$ cat src/rtl/ysyx_bus_pkg.sv
// Shared types and constants for the ysyx AXI4 master crossbar.
package ysyx_bus_pkg;

  typedef enum logic [2:0] {
    IDLE,
    AR,
    R,
    WR,
    B
  } bus_state_t;

  localparam logic [1:0] AXI_BURST_INCR = 2'b01;
  localparam logic [1:0] AXI_RESP_OKAY  = 2'b00;

  function automatic int idx_width(input int n);
    return (n > 1) ? $clog2(n) : 1;
  endfunction

endpackage

$ cat src/rtl/ysyx_bus_xbar_rr_arb.sv
// Combinational round-robin picker with sticky lock on the previous grantee.
module ysyx_rr_arb
  import ysyx_bus_pkg::*;
#(
  parameter  int NR    = 3,
  localparam int IDX_W = idx_width(NR)
) (
  input  logic [NR-1:0]    req,
  input  logic             lock,
  input  logic [IDX_W-1:0] last_gnt,
  input  logic [IDX_W-1:0] ptr,
  output logic [NR-1:0]    gnt,
  output logic [IDX_W-1:0] idx,
  output logic             found
);

  int unsigned cand;

  // search starts one past ptr and wraps, so ptr itself is visited last
  always_comb begin
    gnt   = '0;
    idx   = '0;
    found = 1'b0;
    cand  = 0;
    if (lock && req[last_gnt]) begin
      idx   = last_gnt;
      found = 1'b1;
    end else begin
      for (int k = 1; k <= NR; k++) begin
        cand = int'(ptr) + k;
        if (cand >= NR) cand = cand - NR;
        if (!found && req[IDX_W'(cand)]) begin
          idx   = IDX_W'(cand);
          found = 1'b1;
        end
      end
    end
    gnt[idx] = found;
  end

endmodule

$ cat src/rtl/ysyx_bus_xbar.sv
// N-read / 1-write AXI4 master arbiter: round-robin with lock, INCR bursts, flush kill.
module ysyx_bus_xbar
  import ysyx_bus_pkg::*;
#(
  parameter int XLEN  = 32,
  parameter int NR    = 3,
  parameter int LEN_W = 8,
  parameter int ID_W  = 4
) (
  input  logic                clock,
  input  logic                reset,

  input  logic [NR-1:0]       rd_valid,
  input  logic [NR*XLEN-1:0]  rd_addr,
  input  logic [NR*LEN_W-1:0] rd_len,
  input  logic [NR*3-1:0]     rd_size,
  input  logic [NR-1:0]       rd_lock,
  output logic [NR-1:0]       out_rd_ready,
  output logic [NR-1:0]       out_rd_valid,
  output logic [XLEN-1:0]     out_rd_data,
  output logic                out_rd_last,
  output logic                out_rd_err,

  input  logic                wr_valid,
  input  logic [XLEN-1:0]     wr_addr,
  input  logic [XLEN-1:0]     wr_data,
  input  logic [XLEN/8-1:0]   wr_strb,
  input  logic [2:0]          wr_size,
  output logic                out_wr_ready,

  input  logic                flush_pipeline,
  input  logic [NR-1:0]       flush_mask,

  output logic                io_master_arvalid,
  input  logic                io_master_arready,
  output logic [XLEN-1:0]     io_master_araddr,
  output logic [ID_W-1:0]     io_master_arid,
  output logic [LEN_W-1:0]    io_master_arlen,
  output logic [2:0]          io_master_arsize,
  output logic [1:0]          io_master_arburst,

  input  logic                io_master_rvalid,
  output logic                io_master_rready,
  input  logic [XLEN-1:0]     io_master_rdata,
  input  logic [1:0]          io_master_rresp,
  input  logic                io_master_rlast,
  input  logic [ID_W-1:0]     io_master_rid,

  output logic                io_master_awvalid,
  input  logic                io_master_awready,
  output logic [XLEN-1:0]     io_master_awaddr,
  output logic [ID_W-1:0]     io_master_awid,
  output logic [LEN_W-1:0]    io_master_awlen,
  output logic [2:0]          io_master_awsize,
  output logic [1:0]          io_master_awburst,

  output logic                io_master_wvalid,
  input  logic                io_master_wready,
  output logic [XLEN-1:0]     io_master_wdata,
  output logic [XLEN/8-1:0]   io_master_wstrb,
  output logic                io_master_wlast,

  input  logic                io_master_bvalid,
  output logic                io_master_bready,
  input  logic [1:0]          io_master_bresp,
  input  logic [ID_W-1:0]     io_master_bid
);

  localparam int IDX_W = idx_width(NR);

  bus_state_t         state;
  logic [IDX_W-1:0]   gnt_idx;
  logic [IDX_W-1:0]   rr_ptr;
  logic               any_gnt;
  logic               kill;
  logic               aw_pend;
  logic               w_pend;

  logic [XLEN-1:0]    ar_addr_q;
  logic [LEN_W-1:0]   ar_len_q;
  logic [2:0]         ar_size_q;
  logic [XLEN-1:0]    aw_addr_q;
  logic [2:0]         aw_size_q;
  logic [XLEN-1:0]    w_data_q;
  logic [XLEN/8-1:0]  w_strb_q;

  logic [NR-1:0]      arb_req;
  logic [NR-1:0]      arb_gnt;
  logic [IDX_W-1:0]   arb_idx;
  logic [IDX_W-1:0]   arb_ptr;
  logic               arb_lock;
  logic               arb_found;

  logic [XLEN-1:0]    sel_addr;
  logic [LEN_W-1:0]   sel_len;
  logic [2:0]         sel_size;

  logic               flush_hit;
  logic               r_beat;
  logic               ar_hs;

  // until the first grant there is no previous grantee: disable lock and start at 0
  assign arb_req  = rd_valid & ~(flush_pipeline ? flush_mask : '0);
  assign arb_ptr  = any_gnt ? rr_ptr : IDX_W'(NR - 1);
  assign arb_lock = any_gnt & rd_lock[rr_ptr];

  ysyx_rr_arb #(.NR(NR)) u_arb (
    .req      (arb_req),
    .lock     (arb_lock),
    .last_gnt (rr_ptr),
    .ptr      (arb_ptr),
    .gnt      (arb_gnt),
    .idx      (arb_idx),
    .found    (arb_found)
  );

  always_comb begin
    sel_addr = '0;
    sel_len  = '0;
    sel_size = '0;
    for (int i = 0; i < NR; i++) begin
      if (arb_gnt[i]) begin
        sel_addr = rd_addr[i*XLEN +: XLEN];
        sel_len  = rd_len[i*LEN_W +: LEN_W];
        sel_size = rd_size[i*3 +: 3];
      end
    end
  end

  assign flush_hit = flush_pipeline && flush_mask[gnt_idx];
  assign r_beat    = (state == R) && io_master_rvalid;
  assign ar_hs     = (state == AR) && io_master_arready;

  always_comb begin
    out_rd_ready = '0;
    out_rd_valid = '0;
    for (int i = 0; i < NR; i++) begin
      if (gnt_idx == IDX_W'(i)) begin
        out_rd_ready[i] = ar_hs;
        out_rd_valid[i] = r_beat && !kill && !flush_hit;
      end
    end
  end

  assign out_rd_data  = r_beat ? io_master_rdata : '0;
  assign out_rd_last  = r_beat && io_master_rlast;
  assign out_rd_err   = r_beat && (io_master_rresp != AXI_RESP_OKAY);
  assign out_wr_ready = (state == B) && io_master_bvalid;

  assign io_master_arvalid = (state == AR);
  assign io_master_araddr  = ar_addr_q;
  assign io_master_arid    = ID_W'(gnt_idx);
  assign io_master_arlen   = ar_len_q;
  assign io_master_arsize  = ar_size_q;
  assign io_master_arburst = AXI_BURST_INCR;
  assign io_master_rready  = (state == R);

  assign io_master_awvalid = (state == WR) && aw_pend;
  assign io_master_awaddr  = aw_addr_q;
  assign io_master_awid    = '0;
  assign io_master_awlen   = '0;
  assign io_master_awsize  = aw_size_q;
  assign io_master_awburst = AXI_BURST_INCR;
  assign io_master_wvalid  = (state == WR) && w_pend;
  assign io_master_wdata   = w_data_q;
  assign io_master_wstrb   = w_strb_q;
  assign io_master_wlast   = 1'b1;
  assign io_master_bready  = (state == B);

  always_ff @(posedge clock) begin
    if (reset) begin
      state     <= IDLE;
      gnt_idx   <= '0;
      rr_ptr    <= '0;
      any_gnt   <= 1'b0;
      kill      <= 1'b0;
      aw_pend   <= 1'b0;
      w_pend    <= 1'b0;
      ar_addr_q <= '0;
      ar_len_q  <= '0;
      ar_size_q <= '0;
      aw_addr_q <= '0;
      aw_size_q <= '0;
      w_data_q  <= '0;
      w_strb_q  <= '0;
    end else begin
      case (state)
        IDLE: begin
          if (wr_valid) begin
            aw_addr_q <= wr_addr;
            aw_size_q <= wr_size;
            w_data_q  <= wr_data;
            w_strb_q  <= wr_strb;
            aw_pend   <= 1'b1;
            w_pend    <= 1'b1;
            state     <= WR;
          end else if (arb_found) begin
            ar_addr_q <= sel_addr;
            ar_len_q  <= sel_len;
            ar_size_q <= sel_size;
            gnt_idx   <= arb_idx;
            state     <= AR;
          end
        end
        AR: begin
          if (flush_hit) kill <= 1'b1;
          if (io_master_arready) begin
            rr_ptr  <= gnt_idx;
            any_gnt <= 1'b1;
            state   <= R;
          end
        end
        R: begin
          // a killed burst is still drained to rlast so the slave stays in sync
          if (io_master_rvalid && io_master_rlast) begin
            kill  <= 1'b0;
            state <= IDLE;
          end else if (flush_hit) begin
            kill <= 1'b1;
          end
        end
        WR: begin
          if (io_master_awready) aw_pend <= 1'b0;
          if (io_master_wready)  w_pend  <= 1'b0;
          if ((!aw_pend || io_master_awready) && (!w_pend || io_master_wready))
            state <= B;
        end
        B: begin
          if (io_master_bvalid) state <= IDLE;
        end
        default: state <= IDLE;
      endcase
    end
  end

  rid_match: assert property (@(posedge clock) disable iff (reset)
    r_beat |-> (io_master_rid == ID_W'(gnt_idx)));

  bid_match: assert property (@(posedge clock) disable iff (reset)
    ((state == B) && io_master_bvalid) |-> ((io_master_bid == '0) && !$isunknown(io_master_bresp)));

endmodule

$ cat config.mk
export PLATFORM = sky130hd
export DESIGN_NAME = ysyx_bus_xbar
export DESIGN_NICKNAME = d
export VERILOG_FILES = /design/src/rtl/ysyx_bus_pkg.sv /design/src/rtl/ysyx_bus_xbar_rr_arb.sv /design/src/rtl/ysyx_bus_xbar.sv
export SDC_FILE = /design/constraint.sdc
export NUM_CORES = 1
export LEC_CHECK = 0
export CELL_PAD_IN_SITES_DETAIL_PLACEMENT = 0
export CELL_PAD_IN_SITES_GLOBAL_PLACEMENT = 1
export CORE_MARGIN = 10
export CORE_UTILIZATION = 23
export DETAILED_ROUTE_END_ITERATION = 12
export PLACE_DENSITY = 0.89
export SKIP_LAST_GASP = 1
export SYNTH_ARGS = -nofsm -noshare
export SYNTH_HDL_FRONTEND = slang
export SYNTH_HIERARCHICAL = 1
export SYNTH_SLANG_ARGS = --single-unit
$ cat constraint.sdc
create_clock -name clock -period 4.2 [get_ports clock]
set_input_delay 0.42 -clock clock [delete_from_list [all_inputs] [get_ports clock]]
set_output_delay 0.42 -clock clock [all_outputs]
set_load 0.1 [all_outputs]
# Yosys cells after proc, flatten, opt, wreduce, memory -nomap -nowiden

Index checks and enable logic that the tools add are counted.

Add/subtract/negate cells: 6
Multipliers: 0
Div/mod/pow operators: 0
$lt $le $gt $ge: 10
Equality and inequality tests: 14
Shift operators: 0
Mux-type cells: 63
Bitwise operators: 5
Reduce and logical (&&, ||, !) cells: 35

Operator list:

| kind                | count |
|---|---|
| $mux 32             | 4 |
| $mux 3              | 10 |
| $mux 1              | 24 |
| $mux 8              | 3 |
| $mux 2              | 11 |
| $lt 2x3->1 const B  | 6 |
| $logic_and 1x1->1   | 16 |
| $pmux 3 s5          | 1 |
| $bmux 1 s2          | 6 |
| $ge 3x2->1 const B  | 3 |
| $reduce_and 3->1    | 3 |
| $ne 2x2->1 const B  | 4 |
| $add 2x2->3 const B | 2 |
| $and 3x3->3         | 2 |
| $eq 3x2->1 const B  | 2 |
| $logic_not 1->1     | 6 |
| $ne 2x1->1 const B  | 3 |
| $pmux 1 s2          | 3 |
| $reduce_bool 2->1   | 3 |
| $sub 2x2->2 const B | 3 |
| $reduce_and 5->1    | 1 |
| $reduce_and 2->1    | 2 |
| $add 2x1->3 const B | 1 |
| $eq 3x1->1 const B  | 1 |
| other kinds (12)    | 13 |

Register bits: 125
Bits in latches: 0
Bits in writable memories: 0
Memory bits (read-only): 0
Bits of input ports: 263
Output and inout port bits: 181
Logic and storage cells: 147
Memories: 0

# Logic depth before layout (Yosys ltp)

Depth in word-level cells: 27
Gate-level depth with buffers: 17

# By module

Netlist, hierarchy kept.

Modules (own cells, without submodules):

| module        | times used | cells each | area an instance (um^2) | sequential area each (um^2) |
|---|---|---|---|---|
| ysyx_bus_xbar | 1          | 802        | 5,833.1                 | 2,502.4 |
| ysyx_rr_arb   | 1          | 39         | 281.5                   | 0.0 |

# Worst setup path after synthesis

OpenSTA, ideal clock, no wires.

Kind: reg2out
Start: register state[0]
End: output out_rd_ready[0]
Arrival time: 5,361 ps
Data required time: 3,780 ps
Slack: -1,581 ps
Stages on the path, launching flop included: 6
Buffers on the path: 1
Cell sequence: dfxtp_1 -> buf_6 -> inv_1 -> nor3_1 -> nand2_1 -> nor3_1

Longest elaborated chain between the ends: 3

RTL lines:

| what                   | RTL line             | text |
|---|---|---|
| start, declared        | ysyx_bus_xbar.sv:71  | `bus_state_t state;` |
| start signal, assigned | ysyx_bus_xbar.sv:172 | `state <= IDLE;` |
| start signal, assigned | ysyx_bus_xbar.sv:196 | `state <= WR;` |
| start signal, assigned | ysyx_bus_xbar.sv:202 | `state <= AR;` |
| $eq 3x1->1             | -                    |  |
| net io_master_arvalid  | ysyx_bus_xbar.sv:34  | `output logic io_master_arvalid,` |
| $logic_and 1x1->1      | ysyx_bus_xbar.sv:132 | `assign ar_hs = (state == AR) && io_master_arready;` |
| $mux 1                 | ysyx_bus_xbar.sv:138 | `if (gnt_idx == IDX_W'(i)) begin` |
| end, declared          | ysyx_bus_xbar.sv:18  | `output logic [NR-1:0] out_rd_ready,` |

The timed path passes the listed nets, and every way through them passes these cells.

# Worst setup path in the final report

Start: register rr_ptr[0]
End: register ar_size_q[0] (netlist: io_master_arsize[0])

Longest elaborated chain between the ends: 25
Elaborated cells on any way between the ends: 52
Classes of those cells: add/sub (6); order compare (5); mux (32); bitwise (2); reduce/logical (7)

RTL lines:

| what                                                           | RTL line                   | text |
|---|---|---|
| start, declared                                                | ysyx_bus_xbar.sv:73        | `logic [IDX_W-1:0] rr_ptr;` |
| start signal, assigned                                         | ysyx_bus_xbar.sv:208       | `rr_ptr <= gnt_idx;` |
| $mux 2 *                                                       | ysyx_bus_xbar.sv:104       | `assign arb_ptr = any_gnt ? rr_ptr : IDX_W'(NR - 1);` |
| net arb_ptr[0]                                                 | ysyx_bus_xbar.sv:90        | `logic [IDX_W-1:0] arb_ptr;` |
| $add 2x1->3                                                    | ysyx_bus_xbar_rr_arb.sv:30 | `cand = int'(ptr) + k;` |
| $ge 3x2->1 or $sub 2x2->2 (tied branches)                      | ysyx_bus_xbar_rr_arb.sv:31 | `if (cand >= NR) cand = cand - NR;` |
| $mux 2                                                         | ysyx_bus_xbar_rr_arb.sv:31 |  |
| $mux 2                                                         | ysyx_bus_xbar_rr_arb.sv:25 | `if (lock && req[last_gnt]) begin` |
| $bmux 1 s2                                                     | ysyx_bus_xbar_rr_arb.sv:32 | `if (!found && req[IDX_W'(cand)]) begin` |
| $mux 1 (not written as such)                                   | ysyx_bus_xbar_rr_arb.sv:32 |  |
| [... 10 more ...]                                              | -                          |  |
| net arb_idx[1]                                                 | ysyx_bus_xbar.sv:89        | `logic [IDX_W-1:0] arb_idx;` |
| $lt 2x3->1 (not written as such) or $ge 2x1->1 (tied branches) | ysyx_bus_xbar_rr_arb.sv:38 | `gnt[idx] = found;` |
| $logic_and 1x1->1 (not written as such)                        | ysyx_bus_xbar_rr_arb.sv:38 |  |
| $mux 1 (not written as such)                                   | ysyx_bus_xbar_rr_arb.sv:38 |  |
| $demux 1 s2 *                                                  | -                          |  |
| $and 3x3->3 (no source line) *                                 | -                          |  |
| net arb_gnt[0]                                                 | ysyx_bus_xbar.sv:88        | `logic [NR-1:0] arb_gnt;` |
| $mux 3 * (3 in a row)                                          | ysyx_bus_xbar.sv:122       | `if (arb_gnt[i]) begin` |
| end signal, assigned                                           | ysyx_bus_xbar.sv:200       | `ar_size_q <= sel_size;` |
| end, declared                                                  | ysyx_bus_xbar.sv:81        | `logic [2:0] ar_size_q;` |

Mark *: on every way through the listed nets, which the timed path passes. The rest lies on a longest branch. The select of a mux whose other input is x is not followed.
A chain may end at the register's enable or synchronous reset.

==> impl_metrics.yaml <==
run_status:
  run_status: "finished clean"
timing:
  period_share_pct: 82.86
  rsz0062_at_grt: "no"
  final.setup.worst_slack_ps: 720.0
  finalMaxSlewViolations: 0
  fin_worst_hold_slack_ps: 452.2
  slew-limit-headroom_pct: 21.35
  fin_skew_ps: 11.46
  worstMarginPinSlew_ps: 1176
  fin_tns_setup_ps: 0
  timing_hold_violations_final: 0
  achievable-frequency_mhz: 287.4
  post-route-min-period_ps: 3480
  report.final.setup_viol: 0
route:
  route.detailed.drc: 0
  drt-wirelength-per-cell_um: 17.03
  via_count: 6935
  totalWireLength_um: 26680
  detail_route.iter0.violations: 238
  drtPass1Iterations: 4
  antenna_violating_nets_post_route: 0
  per_cell_via_count_in_the_routed_design: 4.426
synthesis:
  synth_cell_type_count: 44
  synth_area_per_cell_um2: 7.271
  synthesis.area_mm2: 0.006115
  netlist_top_cells_area: "sky130_fd_sc_hd__dfxtp_1 41%, sky130_fd_sc_hd__nand2_1 18%, sky130_fd_sc_hd__a21oi_1 8.8%, sky130_fd_sc_hd__a22oi_1 5.2%, sky130_fd_sc_hd__and2_1 3.9%"
  yosysWarnings: 6
  yosys.area.top_type_share_pct: 40.92
  synth_most_common_cell: "sky130_fd_sc_hd__nand2_1"
  edff_count_synth: 0
  syn_inst: 841
  post-synth-top-area-cell: "sky130_fd_sc_hd__dfxtp_1"
  yosysSeqAreaShare_pct: 40.92
  asyncSetResetFlopFracSynth_pct: 0
  synthTopCellsByCount: "287 x sky130_fd_sc_hd__nand2_1, 125 x sky130_fd_sc_hd__dfxtp_1, 108 x sky130_fd_sc_hd__a21oi_1"
  yosys_register_bits: 125
  dominantRegCellSynth: "sky130_fd_sc_hd__dfxtp_1"
worst_setup_path:
  cp-startpoint: "rr_ptr[0]$_SDFFE_PP0P_"
  timing.critical_path.to_type: "register"
  required_ps: 4480
  crit-reg2reg-launch: "rr_ptr[0]$_SDFFE_PP0P_"
  timing.critical_path.fanout_max: 41
  reg2reg_depth: 15
  criticalPathCategory: "reg -> reg"
  worst-r2r-setup-slack_ps: 720
  worstSetupEndpoint: "io_master_arsize[0]$_SDFFE_PP0P_"
  worst-endpoint-arrival_ps: 3760
  setup.worst_path.start_class: "register"
  critical_path.reg2reg.endpoint: "io_master_arsize[0]$_SDFFE_PP0P_"
floorplanning:
  die_y_um: 183.1
  coreArea_mm2: 0.02613
  die_area_mm2: 0.03351
  die_w_um: 183.1
  ios: 444
  initial_core_util_pct: 23.40
  row_count: 59
cts:
  postCtsSetupRepairBufs: 0
  cts_root_buffer: "sky130_fd_sc_hd__clkbuf_16"
  clockBufferDepth: 2
  number_of_buffers_added_by_the_clock_tree_synthesis_step: 17
  cts_tree: "built"
  worst_setup_hold_path_clk_slew_ps: 60
  postCtsResizedCells: 0
  cts.hold.buffers_added: 0
  clkLatencyLatePin_ps: 410
  clock_sink_count: 125
  htree_num_levels: 4
global_routing:
  grt_max_degree: 87
  grt_first_pass_wirelength_um: 39500
  grt_overflow_total: 0
  grt.total_usage_pct: 14.89
  antenna_found_initial: 0
  via_count_of_the_first_global_routing_pass: 7045
place:
  post_dp_cell_area_mm2: 0.01037
  placed_cells: 1535
  numPortBuffers: 414
  dp.final_hpwl_um: 20890
  place_congestion: 0.7907
  post-place-ws_ps: 596.1
power:
  total_power_mw: 6.942
  static-leakage-power_nw: 4.073
  power-per-cell-area_mw_per_mm2: 632.2
  peakVddDrop_v: 0.0002062
cells_and_area:
  num-nets-final: 1485
  drive_gt1_share_pct: 9.334
  final_cell_count_no_fill: 1567
  finalCoreUtilization_pct: 42.02
  fin_area_mm2: 0.01098
  num_antenna_cells: 0
  flow.area_growth_from_synthesis_pct: 79.58
hold_path:
  timing.hold.worst.class: "reg -> reg"
run:
  max-cap-violations: 0
[routing by layer]
metal  vias up  part of all wire, %  GRT usage [%]
met3        28                  8.3          5.652
met5         -                    0              0
met1      3097                   43          17.38
li1       3513                    -              -
met2       297                   47          24.49
met4         0                  2.0          5.180
[worst min-delay path by stage]
stage	end	from	cells after the start
floorplan	any_gnt$_SDFFE_PP0P_	any_gnt$_SDFFE_PP0P_	2
global placement	io_master_awaddr[31]$_SDFFE_PP0P_	io_master_awaddr[31]$_SDFFE_PP0P_	2
detailed placement	io_master_wdata[0]$_SDFFE_PP0P_	io_master_wdata[0]$_SDFFE_PP0P_	2
CTS	io_master_araddr[16]$_SDFFE_PP0P_	io_master_araddr[16]$_SDFFE_PP0P_	2
global route	io_master_wdata[0]$_SDFFE_PP0P_	io_master_wdata[0]$_SDFFE_PP0P_	2
finish	io_master_araddr[5]$_SDFFE_PP0P_	io_master_araddr[5]$_SDFFE_PP0P_	2
[placed cells by master, fill, tap and decap left out, types with 3 or more instances in the layout]
master and count:
sky130_fd_sc_hd__a21boi_0 4, sky130_fd_sc_hd__a21oi_1 108, sky130_fd_sc_hd__a21oi_2 17, sky130_fd_sc_hd__a22oi_1 42
sky130_fd_sc_hd__a31oi_1 5, sky130_fd_sc_hd__and2_1 36, sky130_fd_sc_hd__buf_12 4, sky130_fd_sc_hd__buf_4 46
sky130_fd_sc_hd__clkbuf_16 17, sky130_fd_sc_hd__clkdlybuf4s50_1 376, sky130_fd_sc_hd__clkinv_4 3, sky130_fd_sc_hd__conb_1 19
sky130_fd_sc_hd__dfxtp_1 125, sky130_fd_sc_hd__ha_1 3, sky130_fd_sc_hd__inv_1 13, sky130_fd_sc_hd__inv_6 8
sky130_fd_sc_hd__mux2i_1 5, sky130_fd_sc_hd__nand2_1 285, sky130_fd_sc_hd__nand2b_1 7, sky130_fd_sc_hd__nor2_1 20
sky130_fd_sc_hd__nor3_1 3, sky130_fd_sc_hd__nor3b_1 4, sky130_fd_sc_hd__o21ai_0 31, sky130_fd_sc_hd__o21ai_1 15
[power by group]
group	leakage, nW	switching, mW	internal, mW
sequential	1.02	0.133	1.41
clock	0.300	0.631	0.915
combinational	2.75	2.86	0.996
[final cells by class]
cell class	instances	area, um^2
clock buffer	18	439.2
timing repair buffer	426	4189
tap	335	419.2
multi-input combinational	636	3209
fill	2635	15150
inverter	13	48.80
clock inverter	14	172.7
sequential	125	2502
[worst max-delay path, cell delays in order (launching register included)]
cell and delay [ps]:
sky130_fd_sc_hd__dfxtp_1 410, sky130_fd_sc_hd__inv_1 80, sky130_fd_sc_hd__nor2_1 300, sky130_fd_sc_hd__inv_1 140
sky130_fd_sc_hd__ha_1 460, sky130_fd_sc_hd__inv_1 100, sky130_fd_sc_hd__a2111oi_0 420, sky130_fd_sc_hd__nand2_1 190
sky130_fd_sc_hd__a31oi_2 230, sky130_fd_sc_hd__a311oi_1 90, sky130_fd_sc_hd__nor2b_2 200, sky130_fd_sc_hd__buf_12 160
sky130_fd_sc_hd__a22oi_1 270, sky130_fd_sc_hd__o21ai_0 130, sky130_fd_sc_hd__nand2_1 80, sky130_fd_sc_hd__a21oi_1 50
[state kept, by name, summed over array words and instances (netlist names)]
register	flops
io_master_wstrb	4
io_master_arsize	3
io_master_awsize	3
io_master_araddr	32
io_master_arlen	8
io_master_awaddr	32
state	3
io_master_wdata	32
aw_pend	1
gnt_idx	2
rr_ptr	2
w_pend	1
kill	1
any_gnt	1
[logic make-up (layout without fill, tap and decap cells)]
kind of cell / count (synthesis) / after routing / synth area share [%]
and+or+nand+nor: 373 / 373 / 25.84
buffers and inverters: 97 / 471 / 8.205
other: 2 / 19 / 0.1228
AOI/OAI and AO/OA: 235 / 235 / 23.23
DFF: 125 / 125 / 40.92
muxes: 6 / 6 / 1.064
adders and majority gates: 3 / 3 / 0.6139
Note: power is estimated with default switching activity, not from simulation.
